[src/rtl/cmp_pkg.sv]
// Shared types and constants for the serial magnitude comparator.
package cmp_pkg;

    typedef enum logic [1:0] {
        ST_IDLE    = 2'b00,
        ST_COMPARE = 2'b01,
        ST_DONE    = 2'b10
    } state_e;

    // One-hot result ordering is {a_greater_b, a_equal_b, b_greater_a}.
    localparam logic [2:0] RES_GT   = 3'b100;
    localparam logic [2:0] RES_EQ   = 3'b010;
    localparam logic [2:0] RES_LT   = 3'b001;
    localparam logic [2:0] RES_NONE = 3'b000;

    function automatic int unsigned clog2(input int unsigned value);
        int unsigned r;
        r = 0;
        while ((32'd1 << r) < value) begin
            r++;
        end
        return r;
    endfunction

endpackage

[src/rtl/comparator_bit_cell.sv]
// Combinational 1-bit magnitude comparator implemented as a 4:1 mux on {a,b}.
module comparator_bit_cell
    import cmp_pkg::*;
(
    input  logic a,
    input  logic b,
    output logic gt,
    output logic eq,
    output logic lt
);

    logic [2:0] res;

    always_comb begin
        res = RES_NONE;
        unique case ({a, b})
            2'b00:   res = RES_EQ;
            2'b01:   res = RES_LT;
            2'b10:   res = RES_GT;
            2'b11:   res = RES_EQ;
            default: res = RES_NONE;
        endcase
    end

    assign gt = res[2];
    assign eq = res[1];
    assign lt = res[0];

endmodule

[src/rtl/serial_comparator_ctrl.sv]
// Multi-cycle WIDTH-bit magnitude comparator: operands shift MSB-first through
// one shared 1-bit comparator cell, producing a registered one-hot result.
module serial_comparator_ctrl
    import cmp_pkg::*;
#(
    parameter int unsigned WIDTH      = 8,
    parameter bit          EARLY_EXIT = 1'b1
) (
    input  logic             clk,
    input  logic             rst_n,
    input  logic             start,
    input  logic             abort,
    input  logic [WIDTH-1:0] a_in,
    input  logic [WIDTH-1:0] b_in,
    output logic             busy,
    output logic             done,
    output logic             a_greater_b,
    output logic             a_equal_b,
    output logic             b_greater_a
);

    localparam int unsigned CW = clog2(WIDTH);

    state_e           state_q, state_d;
    logic [WIDTH-1:0] a_sh_q, a_sh_d;
    logic [WIDTH-1:0] b_sh_q, b_sh_d;
    logic [CW-1:0]    cnt_q, cnt_d;
    logic [2:0]       diff_res_q, diff_res_d;
    logic [2:0]       res_q, res_d;

    logic             bit_gt, bit_eq, bit_lt;
    logic [2:0]       cell_res;

    comparator_bit_cell u_cell (
        .a  (a_sh_q[WIDTH-1]),
        .b  (b_sh_q[WIDTH-1]),
        .gt (bit_gt),
        .eq (bit_eq),
        .lt (bit_lt)
    );

    assign cell_res = {bit_gt, bit_eq, bit_lt};

    always_comb begin
        state_d    = state_q;
        a_sh_d     = a_sh_q;
        b_sh_d     = b_sh_q;
        cnt_d      = cnt_q;
        diff_res_d = diff_res_q;
        res_d      = res_q;

        unique case (state_q)
            ST_IDLE: begin
                if (start) begin
                    a_sh_d     = a_in;
                    b_sh_d     = b_in;
                    cnt_d      = CW'(WIDTH - 1);
                    diff_res_d = RES_NONE;
                    state_d    = ST_COMPARE;
                end
            end

            ST_COMPARE: begin
                if (abort) begin
                    state_d = ST_IDLE;
                end else begin
                    a_sh_d = a_sh_q << 1;
                    b_sh_d = b_sh_q << 1;
                    cnt_d  = cnt_q - 1'b1;
                    // Sticky first-difference record; later bits cannot override it.
                    if (diff_res_q == RES_NONE && !bit_eq) begin
                        diff_res_d = cell_res;
                    end
                    if (EARLY_EXIT && !bit_eq) begin
                        res_d   = cell_res;
                        state_d = ST_DONE;
                    end else if (cnt_q == '0) begin
                        res_d   = (diff_res_q != RES_NONE) ? diff_res_q : cell_res;
                        state_d = ST_DONE;
                    end
                end
            end

            ST_DONE: begin
                state_d = ST_IDLE;
            end

            default: begin
                state_d = ST_IDLE;
            end
        endcase
    end

    always_ff @(posedge clk or negedge rst_n) begin
        if (!rst_n) begin
            state_q    <= ST_IDLE;
            a_sh_q     <= '0;
            b_sh_q     <= '0;
            cnt_q      <= '0;
            diff_res_q <= RES_NONE;
            res_q      <= RES_NONE;
        end else begin
            state_q    <= state_d;
            a_sh_q     <= a_sh_d;
            b_sh_q     <= b_sh_d;
            cnt_q      <= cnt_d;
            diff_res_q <= diff_res_d;
            res_q      <= res_d;
        end
    end

    assign busy        = (state_q == ST_COMPARE) || (state_q == ST_DONE);
    assign done        = (state_q == ST_DONE);
    assign a_greater_b = res_q[2];
    assign a_equal_b   = res_q[1];
    assign b_greater_a = res_q[0];

endmodule

[config.mk]
export PLATFORM = sky130hd
export DESIGN_NAME = serial_comparator_ctrl
export DESIGN_NICKNAME = d
export VERILOG_FILES = /design/src/rtl/cmp_pkg.sv /design/src/rtl/comparator_bit_cell.sv /design/src/rtl/serial_comparator_ctrl.sv
export SDC_FILE = /design/constraint.sdc
export NUM_CORES = 1
export LEC_CHECK = 0
export CAP_MARGIN = 20
export CORE_MARGIN = 8
export CORE_UTILIZATION = 47
export DETAILED_ROUTE_END_ITERATION = 8
export PLACE_DENSITY_LB_ADDON = 0.1
export SLEW_MARGIN = 20
export SYNTH_ARGS = -nofsm -noshare
export SYNTH_HDL_FRONTEND = slang
export SYNTH_HIERARCHICAL = 1
export SYNTH_SLANG_ARGS = --single-unit
[constraint.sdc]
create_clock -name clk -period 1.7 [get_ports clk]
set_clock_uncertainty 0.05 [all_clocks]
set_input_delay 0.255 -clock clk [delete_from_list [all_inputs] [get_ports clk]]
set_output_delay 0.255 -clock clk [all_outputs]
set_load 0.01 [all_outputs]
==> results.md, run 1 <==
* Outcome: finished clean
* Crit path max fanout at 8
* Clk pwr share at 0.077
* Hold Buf Count CTS at 0
* Die height at 71.76 um
* Initial Util at 0.4867
* Synthesis Warnings at 6
* Largest net degree at the start of global routing at 28
* Vias/cell at 5.301
* Top_reg_cell synth: dfrtp_1
* Total nets after synthesis at 148
* Fillers at 248
* Worst setup SP type: flip-flop
* Max Transition Viols Final at 0
* P&R area growth vs syn at 34.42%
* NumNets Final at 191
* PD cells at 1783 mW/mm2
* Gr usage total at 0.1212
* Pint at 2276 uW
* Clock Latency Late Sink at 0.31 ns
* DR vias at 1,039
* Arrival time at the worst endpoint at 1.82 ns
* Routed WL per cell at 15.45 um
* Clk slew on worst S/H paths at 0.14 ns
* Critical Path RT at 1.87 ns
* Crit Path Category: flip-flop to flip-flop
* DP Area at 0.001837 mm2
* RSZ-0062 raised after global routing: yes
* Global-route wire length before repair at 5.037 mm
* Root buffer cell: clkbuf_4
* Buffers on Ports at 24
* Num rows at 20
* Mapped Area at 0.001461 mm2
* Pwr Total at 3502 uW
* Finished layout cell area at 0.001964 mm2
* Gr ovfl total at 0
* CTS tree: done
* IO Count at 25
* NetSw at 1226 uW
* Period utilization at 0.9720
* Leak Pwr at 0.0009057 uW
* Residual DRC at 0
* Combinational cell fraction of total power at 0.604
* Vias in the first global route at 1,143
* Post-route setup TNS at 0 ns
* Post-synthesis cell count at 121
* Layout cells sized above 1 at 0.3926
* Seq/Total Area, Yosys at 0.4623
* Area share of the largest cell type after synthesis at 0.4623
* DRT Pass-1 Iters at 4
* WHS at 0.2542 ns
* Die area at 0.005150 mm2
* Max Cap Viol at 0
* Final hold vios at 0
* Number of CTS-inserted buffers at 3
* Antenna cells at 0
* Floorplan core area at 0.003003 mm2
* Leading area contributor after synthesis: dfrtp_1
* EDFF count, synth at 0
* Async set or reset register ratio after synthesis at 1.000
* Worst VDD drop at 0.6997 mV
* Seq cells post-synth at 27
* CTS H-Tree Depth at 1
* Worst slew pin tran at 0.3425 ns
* Final setup fails at 0
* Longest Clk Path Bufs at 2
* Sw Share at 0.3500
* Fmax at 0.6052 GHz
* Synth unique cells at 26
* Routed Antenna Nets at 0
* Relative slew slack at 0.7717
* Worst R2R Start: state_q[0]
* Main area contributors after synthesis: dfrtp_1 (46%), mux2_2 (23%), ha_1 (6.0%)
* Clk sinks at 27
* HPWL Detailed at 2.163 mm
* Initial drt markers at 33
* GP Congestion at 0.7496
* Average size of a mapped cell at 12.08 um2
* CP Capture Type: flip-flop
* Initial antenna violation count at 0
* Critical path origin: state_q[0]
* HP Class: primary input to async pin
* Die Width at 71.76 um
* Routed WL at 3.029 mm
* Seq pwr share at 0.320
* Post-layout min period at 1.652 ns
-- metal layers --
metal	wire length, um	part of all wire	vias to the layer above	global-route usage
met5	0	0	-	0
met4	16	0.0053	0	0.03401
met3	71	0.023	2	0.01953
met2	1604	0.53	16	0.2257
met1	1336	0.44	508	0.1372
li1	-	-	513	-
-- layout make-up --
class / count / area, um2 / share of cell area
tap: 33 / 41.29 / 0.02102
timing repair buffer: 42 / 372.9 / 0.1898
multi-input combinational: 81 / 814.5 / 0.4147
inverter: 9 / 33.78 / 0.01720
clock buffer: 4 / 26.28 / 0.01338
sequential: 27 / 675.6 / 0.3439
-- cell usage in the layout (no fill, tap or decap), types with 3 or more instances in the layout --
master / synthesis / layout
a21oi_1: 4 / 4
buf_4: 1 / 17
clkbuf_4: 0 / 3
clkdlybuf4s50_1: 0 / 22
dfrtp_1: 27 / 27
ha_1: 7 / 4
ha_4: 0 / 3
inv_1: 9 / 8
mux2_2: 30 / 22
mux2_4: 0 / 8
nand2_1: 4 / 4
nor2b_1: 5 / 4
o21ai_0: 7 / 7
-- power by group through the flow --
| stage | combinational [uW] | sequential [uW] | clock [uW] |
|---|---|---|---|
| 2_1_floorplan | 1300 | 1080 | 0 |
| 3_3_place_gp | 1760 | 1100 | 0 |
| 3_5_place_dp | 1820 | 1120 | 0 |
| 4_1_cts | 1900 | 1100 | 287 |
| 5_1_grt | 2310 | 1150 | 304 |
| 6_report | 2110 | 1120 | 269 |
-- per-stage QoR --
step | setup slack, ns | util | cells
after CTS | 0.002730 | 0.6313 | 196
after global placement | -0.04834 | 0.6117 | 190
after global routing | -0.01007 | 0.6542 | 196
after floorplan | 0.01504 | - | 121
final | 0.04765 | 0.6542 | 196
after detailed placement | -0.06315 | 0.6117 | 190
-- critical path, stage by stage, from the launching register on --
cell and delay (ns):
dfrtp_1 0.40, buf_4 0.14, ha_4 0.19, nand2_1 0.21, nand3_4 0.22, mux2_4 0.34
-- Yosys cell counts (3+ instances only) --
| cell type | number |
|---|---|
| nand2_1 | 4 |
| nand2b_1 | 3 |
| o21ai_0 | 7 |
| ha_1 | 7 |
| buf_6 | 3 |
| dfrtp_1 | 27 |
| a21oi_1 | 4 |
| mux2_2 | 30 |
| inv_1 | 9 |
| nor2b_1 | 5 |
-- final timing paths --
kind / end / slack (ns) / cells after the start
max in group asynchronous: cnt_q[0] / 1.10 / 2
min in group clk: a_sh_q[1] / 0.47 / 1
hold reg to reg: a_sh_q[1] / 0.47 / 1
hold / removal: diff_res_q[0] / 0.25 / 2
setup / recovery: b_sh_q[1] / 0.05 / 5
setup reg to reg: b_sh_q[1] / 0.05 / 5
-- registers in the layout, summed over array words and instances, names as in the netlist --
register and count:
cnt_q 3, state_q 2, diff_res_q 3, b_sh_q 8, a_sh_q 8, res_q 3
-- cell families (layout without fill, tap and decap cells) --
logic type | Yosys count | after routing | share of synthesized area
mux | 31 | 31 | 0.2380
flops | 27 | 27 | 0.4623
compound gates | 23 | 23 | 0.1087
simple gates | 19 | 20 | 0.07620
buf+inv | 14 | 55 | 0.05479
fa+ha+maj | 7 | 7 | 0.05993
-- timing repair --
item / 4_1_cts / 5_1_grt
gates resized for setup: 4 / 18
setup endpoints to repair: 18 / 23
cloned: 1 / 0
pin swaps: 0 / 3
hold endpoints to repair: 0 / 0
buffers inserted: 1 / 0
(Power assumes the default switching activity.)
==> run 2, diff against run 1 <==
--- a/config.mk
+++ b/config.mk
@@ -6,8 +6,10 @@
 export NUM_CORES = 1
 export LEC_CHECK = 0
 export CAP_MARGIN = 20
-export CORE_MARGIN = 8
-export CORE_UTILIZATION = 47
+export CELL_PAD_IN_SITES_DETAIL_PLACEMENT = 0
+export CELL_PAD_IN_SITES_GLOBAL_PLACEMENT = 1
+export CORE_MARGIN = 10
+export CORE_UTILIZATION = 37
 export DETAILED_ROUTE_END_ITERATION = 8
 export PLACE_DENSITY_LB_ADDON = 0.1
 export SLEW_MARGIN = 20
==> results.md, run 2 (same netlist as run 1, synthesis figures left out) <==
* P&R area growth vs syn at 35.19% (was 34.42%)
* Final hold vios at 0 (unchanged)
* Most frequent cells in the layout: mux2_2 (30), dfrtp_1 (27), clkdlybuf4s50_1 (22), buf_4 (18) (was dfrtp_1 (27), mux2_2 (22), clkdlybuf4s50_1 (22), buf_4 (17))
* Critical Path RT at 1.84 ns (was 1.87 ns)
* Fillers at 341 (was 248)
* Largest net degree at the start of global routing at 28 (unchanged)
* Buffers on Ports at 24 (unchanged)
* Arrival time at the worst endpoint at 1.81 ns (was 1.82 ns)
* Root buffer cell: clkbuf_8 (was clkbuf_4)
* Worst slew pin tran at 0.3634 ns (was 0.3425 ns)
* Relative slew slack at 0.7577 (was 0.7717)
* Clk slew on worst S/H paths at 0.09 ns (was 0.14 ns)
* Global-route wire length before repair at 5.257 mm (was 5.037 mm)
* Clk sinks at 27 (unchanged)
* Period utilization at 0.9822 (was 0.9720)
* Max Transition Viols Final at 0 (unchanged)
* Crit Path Category: flip-flop to flip-flop (unchanged)
* Layout cells sized above 1 at 0.3902 (was 0.3926)
* GP Congestion at 0.7126 (was 0.7496)
* Initial Util at 0.3904 (was 0.4867)
* Initial antenna violation count at 0 (unchanged)
* Vias/cell at 4.986 (was 5.301)
* Gr usage total at 0.09135 (was 0.1212)
* Leak Pwr at 0.0008791 uW (was 0.0009057 uW)
* DRT Pass-1 Iters at 4 (unchanged)
* PD cells at 1753 mW/mm2 (was 1783 mW/mm2)
* HP Class: primary input to async pin (unchanged)
* Hold Buf Count CTS at 0 (unchanged)
* Slowest-stage cell, CP: or4b_4 (was dfrtp_1)
* RSZ-0062 raised after global routing: yes (unchanged)
* HPWL Detailed at 2.204 mm (was 2.163 mm)
* Critical path origin: state_q[1] (was state_q[0])
* Placed cells at 207 (was 190)
* Number of CTS-inserted buffers at 3 (unchanged)
* NumNets Final at 192 (was 191)
* Final setup fails at 0 (unchanged)
* Post-layout min period at 1.670 ns (was 1.652 ns)
* Worst R2R Start: state_q[1] (was state_q[0])
* IO Count at 25 (unchanged)
* DP Area at 0.001871 mm2 (was 0.001837 mm2)
* CP Capture Type: flip-flop (unchanged)
* Routed WL at 3.061 mm (was 3.029 mm)
* DR vias at 1,057 (was 1,039)
* Worst R2R Path Depth at 5 (unchanged)
* CTS H-Tree Depth at 1 (unchanged)
* Crit-path max cell delay at 0.51 ns (was 0.40 ns)
* CP Cell Sequence: inv_2 -> ha_4 -> nand2b_1 -> or4b_4 -> o41ai_2 (was buf_4 -> ha_4 -> nand2_1 -> nand3_4 -> mux2_4)
* Non-filler cells, final at 212 (was 196)
* Worst setup SP type: flip-flop (unchanged)
* Gr ovfl total at 0 (unchanged)
* Initial drt markers at 67 (was 33)
* Longest Clk Path Bufs at 2 (unchanged)
* Reg2Reg Setup Slack at 0.03 ns (was 0.05 ns)
* Die area at 0.006863 mm2 (was 0.005150 mm2)
* Worst VDD drop at 0.7733 mV (was 0.6997 mV)
* Clock Latency Late Sink at 0.28 ns (was 0.31 ns)
* Crit path max fanout at 8 (unchanged)
* Residual DRC at 0 (unchanged)
* Die height at 82.85 um (was 71.76 um)
* WHS at 0.2986 ns (was 0.2542 ns)
* R2R Path End: diff_res_q[0] (was b_sh_q[1])
* Antenna cells at 0 (unchanged)
* Num rows at 22 (was 20)
* Post-route setup TNS at 0 ns (unchanged)
* Floorplan core area at 0.003744 mm2 (was 0.003003 mm2)
* Routed WL per cell at 14.44 um (was 15.45 um)
* Max Cap Viol at 0 (unchanged)
* Fmax at 0.5989 GHz (was 0.6052 GHz)
* Finished layout cell area at 0.001976 mm2 (was 0.001964 mm2)
* Worst setup path endpoint: diff_res_q[0] (was b_sh_q[1])
* Vias in the first global route at 1,106 (was 1,143)
* CTS tree: done (unchanged)
* Most common cell after layout, fill and taps aside: mux2_2 (was dfrtp_1)
* Routed Antenna Nets at 0 (unchanged)
* Outcome: finished clean (unchanged)
* Die Width at 82.85 um (was 71.76 um)
* Biggest regs: a_sh_q x8, b_sh_q x8 (unchanged)
-- run 2: changes by cell type in the layout (fill, tap and decap cells not counted), sizes merged --
cell,previous run,this run
clkbuf,5,3
clkdlybuf4s15,0,1
clkinv,0,1
buf,18,19
-- run 2: cell type report --
| cell class | instances | area, um2 | area share |
|---|---|---|---|
| multi-input cells | 81 | 774.5 | 0.3920 |
| flip-flops and latches | 27 | 675.6 | 0.3420 |
| repair buffers | 43 | 385.4 | 0.1951 |
| well taps | 48 | 60.06 | 0.03040 |
| clock buffers | 3 | 41.29 | 0.02090 |
| inverters | 9 | 33.78 | 0.01710 |
| clock inverters | 1 | 5.005 | 0.002533 |
-- run 2: routing by layer --
layer / up-vias / share of wire / GRT usage
met5: - / 0 / 0
met1: 514 / 0.44 / 0.1043
met3: 5 / 0.043 / 0.02734
met2: 20 / 0.50 / 0.1522
met4: 0 / 0.020 / 0.04154
li1: 518 / - / -
-- run 2: critical path, delay by kind of cell, from the launching register on --
kind / cells / cell delay [ns]
buf+inv: 1 / 0.10
flops: 1 / 0.40
simple gates: 2 / 0.62
fa+ha+maj: 1 / 0.21
compound gates: 1 / 0.21
-- run 2: worst min-delay path by stage --
stage / start / end / slack (ns) / cells after the start
6_report: rst_n / diff_res_q[2] / 0.30 / 2
5_1_grt: rst_n / diff_res_q[2] / 0.31 / 2
4_1_cts: rst_n / diff_res_q[2] / 0.31 / 2
2_1_floorplan: rst_n / a_sh_q[0] / -0.09 / 0
3_3_place_gp: b_sh_q[1] / b_sh_q[1] / 0.43 / 1
3_5_place_dp: b_sh_q[6] / b_sh_q[6] / 0.44 / 1
-- run 2: stage by stage --
stage / setup WS [ns] / power [uW] / utilization
final: 0.03026 / 3464 / 0.5277
after floorplan: 0.01504 / 2386 / -
after CTS: 0.0006055 / 3418 / 0.5204
after detailed placement: -0.07447 / 2956 / 0.4997
after global placement: -0.06642 / 2912 / 0.4997
after global routing: -0.05304 / 3791 / 0.5277
-- run 2: power breakdown --
part	switching (uW)	internal (uW)
Combinational	821	1160
Sequential	172	938
Clock	204	165
-- run 2: timing repair --
action,CTS,global route
gates cloned,1,0
hold endpoints to repair,0,0
buffers inserted,0,0
resized for setup,6,7
pin swaps,0,1
setup endpoints to repair,9,22
==> run 3, diff against run 2 <==
--- a/config.mk
+++ b/config.mk
@@ -5,15 +5,14 @@
 export SDC_FILE = /design/constraint.sdc
 export NUM_CORES = 1
 export LEC_CHECK = 0
-export CAP_MARGIN = 20
+export CAP_MARGIN = 25
 export CELL_PAD_IN_SITES_DETAIL_PLACEMENT = 0
 export CELL_PAD_IN_SITES_GLOBAL_PLACEMENT = 1
 export CORE_MARGIN = 10
-export CORE_UTILIZATION = 37
+export CORE_UTILIZATION = 38
 export DETAILED_ROUTE_END_ITERATION = 8
 export PLACE_DENSITY_LB_ADDON = 0.1
 export SLEW_MARGIN = 20
 export SYNTH_ARGS = -nofsm -noshare
 export SYNTH_HDL_FRONTEND = slang
-export SYNTH_HIERARCHICAL = 1
 export SYNTH_SLANG_ARGS = --single-unit
==> results.md, run 3 <==
* NumNets Final at 197 (was 192)
* Mapped Area at 0.001504 mm2 (was 0.001461 mm2)
* Die Width at 82.91 um (was 82.85 um)
* Seq cells post-synth at 27 (unchanged)
* Routed WL at 2.982 mm (was 3.061 mm)
* Post-synthesis cell count at 121 (unchanged)
* CP Cell Sequence: ha_4 -> buf_6 -> o211ai_4 -> buf_6 -> mux2_2 (was inv_2 -> ha_4 -> nand2b_1 -> or4b_4 -> o41ai_2)
* Total nets after synthesis at 148 (unchanged)
* Sequential Area at 675.6 um2 (unchanged)
* Initial antenna violation count at 0 (unchanged)
* Clock Latency Late Sink at 0.27 ns (was 0.28 ns)
* Initial Util at 0.4017 (was 0.3904)
* Crit Path Category: flip-flop to flip-flop (unchanged)
* Longest Clk Path Bufs at 2 (unchanged)
* Vias in the first global route at 1,133 (was 1,106)
* Leak Pwr at 0.0009546 uW (was 0.0008791 uW)
* Period utilization at 0.9758 (was 0.9822)
* Most common cell after layout, fill and taps aside: dfrtp_1 (was mux2_2)
* Clk sinks at 27 (unchanged)
* HP Class: primary input to async pin (unchanged)
* Die area at 0.006874 mm2 (was 0.006863 mm2)
* DR vias at 1,051 (was 1,057)
* Most frequent cells in the layout: dfrtp_1 (27), clkdlybuf4s50_1 (22), buf_4 (20), mux2_2 (19) (was mux2_2 (30), dfrtp_1 (27), clkdlybuf4s50_1 (22), buf_4 (18))
* Average size of a mapped cell at 12.43 um2 (was 12.08 um2)
* Root buffer cell: clkbuf_8 (unchanged)
* Routed Antenna Nets at 0 (unchanged)
* Worst VDD drop at 0.7443 mV (was 0.7733 mV)
* Final hold vios at 0 (unchanged)
* Biggest regs: a_sh_q x8, b_sh_q x8 (unchanged)
* Crit path max-delay family: flip-flops (was simple AND/OR/NAND/NOR gates)
* Number of CTS-inserted buffers at 3 (unchanged)
* DRT Pass-1 Iters at 2 (was 4)
* Async set or reset register ratio after synthesis at 1.000 (unchanged)
* Finished layout cell area at 0.002061 mm2 (was 0.001976 mm2)
* Final setup fails at 0 (unchanged)
* Global-route wire length before repair at 5.181 mm (was 5.257 mm)
* Final setup margin at 0.04117 ns (was 0.03026 ns)
* Buffers on Ports at 24 (unchanged)
* HPWL Detailed at 2.225 mm (was 2.204 mm)
* Leading area contributor after synthesis: dfrtp_1 (unchanged)
* Max Cap Viol at 0 (unchanged)
* Critical Path RT at 1.81 ns (was 1.84 ns)
* Most common cell in the netlist: dfrtp_1 (was mux2_2)
* RSZ-0062 raised after global routing: yes (unchanged)
* Worst setup SP type: flip-flop (unchanged)
* EDFF count, synth at 0 (unchanged)
* Top_reg_cell synth: dfrtp_1 (unchanged)
* IO Count at 25 (unchanged)
* Largest net degree at the start of global routing at 28 (unchanged)
* Pre-CTS WS at -0.02323 ns (was -0.07447 ns)
* CTS H-Tree Depth at 1 (unchanged)
* Buf/Inv on CP at 2 (was 1)
* Synth unique cells at 31 (was 26)
* Crit path max fanout at 7 (was 8)
* Initial drt markers at 28 (was 67)
* Routed WL per cell at 13.74 um (was 14.44 um)
* Crit-path max cell delay at 0.42 ns (was 0.51 ns)
* Gr ovfl total at 0 (unchanged)
* Layout cells sized above 1 at 0.3846 (was 0.3902)
* Worst slew pin tran at 0.3532 ns (was 0.3634 ns)
* Slowest-stage cell, CP: dfrtp_1 (was or4b_4)
* Cell repeated most along the worst path: buf_6
* Arrival time at the worst endpoint at 1.77 ns (was 1.81 ns)
* Fmax at 0.6028 GHz (was 0.5989 GHz)
* Vias/cell at 4.843 (was 4.986)
* CTS tree: done (unchanged)
* Relative slew slack at 0.7645 (was 0.7577)
* DP Area at 0.001922 mm2 (was 0.001871 mm2)
* P&R area growth vs syn at 37.02% (was 35.19%)
* Max Transition Viols Final at 0 (unchanged)
* Main area contributors after synthesis: dfrtp_1 (45%), mux2_2 (15%), mux2_4 (6.0%) (was dfrtp_1 (46%), mux2_2 (23%), ha_1 (6.0%))
* Area share of the largest cell type after synthesis at 0.4493 (was 0.4623)
* Residual DRC at 0 (unchanged)
* Synthesis Warnings at 0 (was 6)
* PD cells at 1809 mW/mm2 (was 1753 mW/mm2)
* Commonest cells post-synth: dfrtp_1 (27), mux2_2 (20), inv_1 (9) (was mux2_2 (30), dfrtp_1 (27), inv_1 (9))
* GP Congestion at 0.8034 (was 0.7126)
* Antenna cells at 0 (unchanged)
* Post-layout min period at 1.659 ns (was 1.670 ns)
* Clk slew on worst S/H paths at 0.09 ns (about the same)
* Floorplan core area at 0.003744 mm2 (unchanged)
* Die height at 82.91 um (was 82.85 um)
* Num rows at 22 (unchanged)
* Multi-input logic area at 783.3 um2 (was 774.5 um2)
* Outcome: finished clean (unchanged)
* Seq/Total Area, Yosys at 0.4493 (was 0.4623)
* Gr usage total at 0.08669 (was 0.09135)
* Fillers at 340 (was 341)
* CP Capture Type: flip-flop (unchanged)
==> run 3: cell count changes after synthesis, sizes merged, moves of 2 or more <==
cell / delta
a21oi: -2
o21ai: -2
nor2b: -2
nand2b: +2
mux2i: +4
nor2: +2
and2: +2
nand2: -2
mux2: -4
==> run 3: cells by family after synthesis <==
family	count (synthesis)	synth area share
flops	27	0.4493
mux	31	0.2429
compound gates	20	0.1032
buf+inv	14	0.05740
simple gates	22	0.08902
fa+ha+maj	7	0.05823
==> run 3: area by class of cell <==
cell class	count	area share
inverters	9	0.01639
multi-input cells	80	0.3801
flip-flops and latches	27	0.3279
clock buffers	3	0.02004
clock inverters	1	0.002429
well taps	48	0.02914
repair buffers	49	0.2240
==> run 3: metrics by stage <==
step                      hold WS (ns)    util  setup TNS (ns)  cells  total power (uW)
after floorplan               -0.09059       -               0    121              2502
after global placement          0.4321  0.5134        -0.04308    209              3129
after detailed placement        0.4383  0.5134         -0.1644    209              3181
after CTS                       0.3102  0.5498       -0.003433    217              3819
after global routing            0.3293  0.5505        -0.09819    217              4031
final                           0.3076  0.5505               0    217              3728
==> run 3: metal layers <==
metal	global-route usage	up-vias	routed length [um]
met3	0.02148	2	100
li1	-	522	-
met2	0.1453	15	1503
met4	0.03538	0	14
met1	0.1024	512	1364
met5	0	-	0
==> run 3: worst paths after layout <==
kind	startpoint	to	slack [ns]	depth (start not counted)
setup / recovery	state_q[0]	a_sh_q[3]	0.04	5
hold / removal	rst_n	state_q[0]	0.31	2
setup reg to reg	state_q[0]	a_sh_q[3]	0.04	5
hold reg to reg	a_sh_q[4]	a_sh_q[4]	0.45	1
max in group asynchronous	rst_n	b_sh_q[1]	1.03	2
min in group clk	a_sh_q[4]	a_sh_q[4]	0.45	1
==> run 3: worst reg2reg max path, stage by stage, from the launching register on <==
cell      delay [ns]
dfrtp_1         0.42
ha_4            0.19
buf_6           0.13
o211ai_4        0.24
buf_6           0.19
mux2_2          0.33
==> run 3: report_power, final <==
group / internal (uW) / total [uW] / switching [uW]
clock: 164 / 357 / 193
sequential: 935 / 1100 / 161
combinational: 1390 / 2280 / 883
==> run 3: repair_timing <==
item / in CTS / in global routing
gates resized for setup: 10 / 9
pin swaps: 1 / 1
hold buffers: 0 / 0
cloned: 1 / 0
setup endpoints to repair: 14 / 19
setup buffers: 3 / 1
==> RTL change 1 (settings of run 1) <==
The parameter `EARLY_EXIT` goes from 1'b1 to 1'b0.
--- a/src/rtl/serial_comparator_ctrl.sv
+++ b/src/rtl/serial_comparator_ctrl.sv
@@ -5,5 +5,5 @@
 #(
     parameter int unsigned WIDTH      = 8,
-    parameter bit          EARLY_EXIT = 1'b1
+    parameter bit          EARLY_EXIT = 1'b0
 ) (
     input  logic             clk,
Function: changed (a bounded check fails within 4 cycles, from zero or initial values and one cycle with rst_n low).
==> RTL change 1 against run 1 <==
  * Wire length decreased by 11%
  * Worst setup slack improved by 0.042 ns
  * Fmax increased by 2.6%
  * Synthesized area decreased by 2.9%
  * Synthesized cell count increased by 21%
  * Die area decreased by 2.3%
  * Sequential power decreased by 4%
  * Total power decreased by 19%
  * Cell count increased by 7.1%
  * Sequential cell count unchanged
  * Cell area decreased by 9.3%
==> RTL change 1: results (changes against run 1) <==
Largest net degree at the start of global routing -> 31 (+11%)
Leakage -> 0.8345 nW (-7.9%)
Routed WL per cell -> 12.88 microns (-17%)
Post-synth EDFFs -> 0 (unchanged)
Final HPWL DP -> 2089 microns (-3.4%)
Via/cell ratio -> 5.148 (-2.9%)
Synth Instances -> 146 (+21%)
Placer Congestion -> 0.7947 (+6.0%)
First-pass GRT wire length -> 4740 microns (-5.9%)
Peak VDD IR -> 633.3 uV (-9.5%)
Inst Count DP -> 204 (+7.4%)
CP max FO -> 6 (-2)
Post-place setup slack -> 0.006608 ns (+0.06976 ns)
Number of global-route vias before repair -> 1,101 (-3.7%)
Initial DRC Count -> 66 (+100%)
Status -> complete, no violations
Largest cells by area after synthesis -> dfrtp_1, mux2i_1, ha_1
Port Buffers -> 24 (unchanged)
Syn Nets -> 173 (+17%)
Final #Nets -> 205 (+7.3%)
Longest Clk Path Bufs -> 2 (unchanged)
Most frequent cells after synthesis -> dfrtp_1, nand2_1, mux2i_1
Worst skew pair latency -> 0.32 ns
Fraction of layout cells with a size suffix above 1 -> 0.1356 (-0.2570)
Slew HR -> 0.7751 (+0.003431)
Sequential area share after synthesis -> 0.4762 (+0.01386)
WL final -> 2705 microns (-11%)
Biggest registers after layout -> a_sh_q (8), b_sh_q (8)
Netlist cell types -> 24 (-7.7%)
GRT Util Overall -> 0.1141 (-0.007146)
## RTL change 1: changes by cell type after synthesis, sizes merged, moves of 9 or more
cell,run 1,this run
a21oi,4,14
nor2,2,11
o21ai,7,18
nand2,4,22
mux2i,1,16
mux2,30,0
## RTL change 1: final cells by class
class | instances | area, sq um
Clock buffer | 4 | 26.28
Fill cell | 269 | 1171
Inverter | 10 | 37.54
Multi-Input combinational cell | 103 | 669.4
Sequential cell | 27 | 675.6
Tap cell | 33 | 41.29
Timing Repair Buffer | 33 | 331.6
## RTL change 1: per-stage QoR
step,utilization,hold WS [ns],total power [mW],cell area [sq um]
floorplan,-,-0.09059,2.148,1419
global placement,0.5881,0.4116,2.530,1737
detailed placement,0.5881,0.4280,2.585,1737
CTS,0.6013,0.2353,2.876,1775
global route,0.6034,0.2561,3.108,1782
finish,0.6034,0.2366,2.846,1782
## RTL change 1: path summary, 6_finish.rpt
path,slack (ns),cells after the start,start,end
worst max-delay path,0.09,6,state_q[0],diff_res_q[0]
max in group asynchronous,1.11,2,rst_n,b_sh_q[1]
worst max register to register,0.09,6,state_q[0],diff_res_q[0]
worst min-delay path,0.24,2,rst_n,diff_res_q[1]
min in group clk,0.45,2,b_sh_q[5],b_sh_q[5]
worst min register to register,0.45,2,b_sh_q[5],b_sh_q[5]
## RTL change 1: logic make-up after synthesis
logic type	Yosys count	share of synthesized area
simple gates	45	0.1578
compound gates	35	0.1358
flops	27	0.4762
buf+inv	16	0.05555
mux	16	0.1129
fa+ha+maj	7	0.06173
## RTL change 1: what timing repair did
item                                    4_1_cts  5_1_grt
setup buffers                                 2        0
endpoints found under the setup margin        2        7
gates resized for setup                       2        5
## RTL change 1: power by group
group          switching, mW  total (mW)  internal (mW)
combinational          0.770        1.50          0.727
clock                  0.180       0.272         0.0916
sequential             0.167        1.08          0.909
## RTL change 1: metal layers
metal	vias up	GRT usage	part of all wire
li1	551	-	-
met1	491	0.1372	0.49
met2	31	0.1946	0.46
met4	0	0.04157	0.017
met3	8	0.02401	0.037
met5	-	0	0
## RTL change 1: critical path: stages, from the launching register on
cell	delay (ns)
dfrtp_1	0.43
buf_4	0.15
ha_2	0.23
nand2_1	0.10
nand2_1	0.12
nor3_4	0.25
mux2i_1	0.22
==> RTL change 2 (flow settings as in run 1) <==
Made on the original files. Encoding of `state_e`: now one-hot (3 bits for 3 states).
--- a/src/rtl/cmp_pkg.sv
+++ b/src/rtl/cmp_pkg.sv
@@ -2,8 +2,8 @@
 package cmp_pkg;
 
-    typedef enum logic [1:0] {
-        ST_IDLE    = 2'b00,
-        ST_COMPARE = 2'b01,
-        ST_DONE    = 2'b10
+    typedef enum logic [2:0] {
+        ST_IDLE    = 3'b001,
+        ST_COMPARE = 3'b010,
+        ST_DONE    = 3'b100
     } state_e;
 
Behaviour: same outputs for any inputs over 10 cycles, from zero or initial values and one cycle with rst_n low; not proved beyond that.
==> RTL change 2 against run 1 <==
  * Fmax fell by 1.8%
  * Worst setup slack got worse by 0.030 ns
  * Cell count rose by 7.1%
  * Cell area fell by 4.9%
  * Total power fell by 22%
  * Wire length rose by 2.9%
  * Sequential share of layout area rose by 3.2 points
  * Synthesized area fell by 5.7%
  * Global-route usage rose by 0.74 points
  * Sequential cell count rose by 1
  * Highest routed layer unchanged
==> RTL change 2: results (changes against run 1) <==
Post-CTS sizing -> 12 (+8)
Psw -> 0.9674 mW (-21%)
Fillers -> 235 (-5.2%)
Crit path largest cell delay -> 0.43 ns (+0.03 ns)
Most frequent cells after synthesis -> dfrtp_1, nand2_1, a31oi_1, nor3_1, inv_1
First-pass GRT wire length -> 5423 microns (+7.7%)
Number of global-route vias before repair -> 1,195 (+4.5%)
Reg area -> 701.9 sq um (+3.9%)
Leakage -> 0.8644 nW (-4.6%)
PnR Total Power -> 2.745 mW (-22%)
Fraction of layout cells with a size suffix above 1 -> 0.2346 (-0.1580)
R2R depth -> 4 (-1)
Placed instance area -> 1739 sq um (-5.3%)
Initial DRC Count -> 26 (-21%)
Status -> complete, no violations
Worst EP arrival -> 1.85 ns (+0.03 ns)
Worst slew pin tran -> 0.3638 ns (+0.02135 ns)
Combinational gate power -> 1.37 mW (-35%)
Clock distribution power -> 0.277 mW (+3%)
WL final -> 3116 microns (+2.9%)
Largest cells by area after synthesis -> dfrtp_1, nand2_1, a31oi_1
Initial antenna violation count -> 0 (unchanged)
DR vias -> 1,146 (+10%)
Final std cells w/o fill -> 210 (+7.1%)
CP endpoint -> res_q[0]
Reg-to-reg slack, setup -> 0.02 ns (-0.03 ns)
Final hold slack -> 0.2411 ns (-0.01309 ns)
Syn_area_per_cell -> 10.06 sq um (-17%)
Netlist cell types -> 32 (+23%)
Syn Nets -> 161 (+8.8%)
Largest net degree at the start of global routing -> 29 (+3.6%)
GRT Util Overall -> 0.1286 (+0.007422)
Worst setup path startpoint -> state_q[2]
Inst Count DP -> 200 (+5.3%)
Peak VDD IR -> 960.4 uV (+37%)
Post-place setup slack -> -0.1973 ns (-0.1342 ns)
Biggest registers after layout -> a_sh_q (8), b_sh_q (8)
Final HPWL DP -> 2277 microns (+5.3%)
## RTL change 2: metal layers
| metal | routed length [microns] | GRT usage | share of wire |
|---|---|---|---|
| met2 | 1549 | 0.2173 | 0.50 |
| met5 | 0 | 0 | 0 |
| met3 | 145 | 0.03107 | 0.047 |
| met1 | 1369 | 0.1576 | 0.44 |
| met4 | 52 | 0.03795 | 0.017 |
## RTL change 2: cells by family (layout without fill, tap and decap cells)
logic type,Yosys count,in the layout,synth area share
buffers and inverters,19,61,0.06261
adders and majority gates,4,4,0.03630
muxes,9,9,0.07078
AOI/OAI and AO/OA,24,24,0.1116
DFF,28,28,0.5091
and+or+nand+nor,53,53,0.2096
## RTL change 2: area by class of cell
class | count | area share
tap | 31 | 0.02076
multi-input combinational | 90 | 0.3429
inverter | 11 | 0.02210
timing repair buffer | 46 | 0.2244
clock buffer | 4 | 0.01407
sequential | 28 | 0.3758
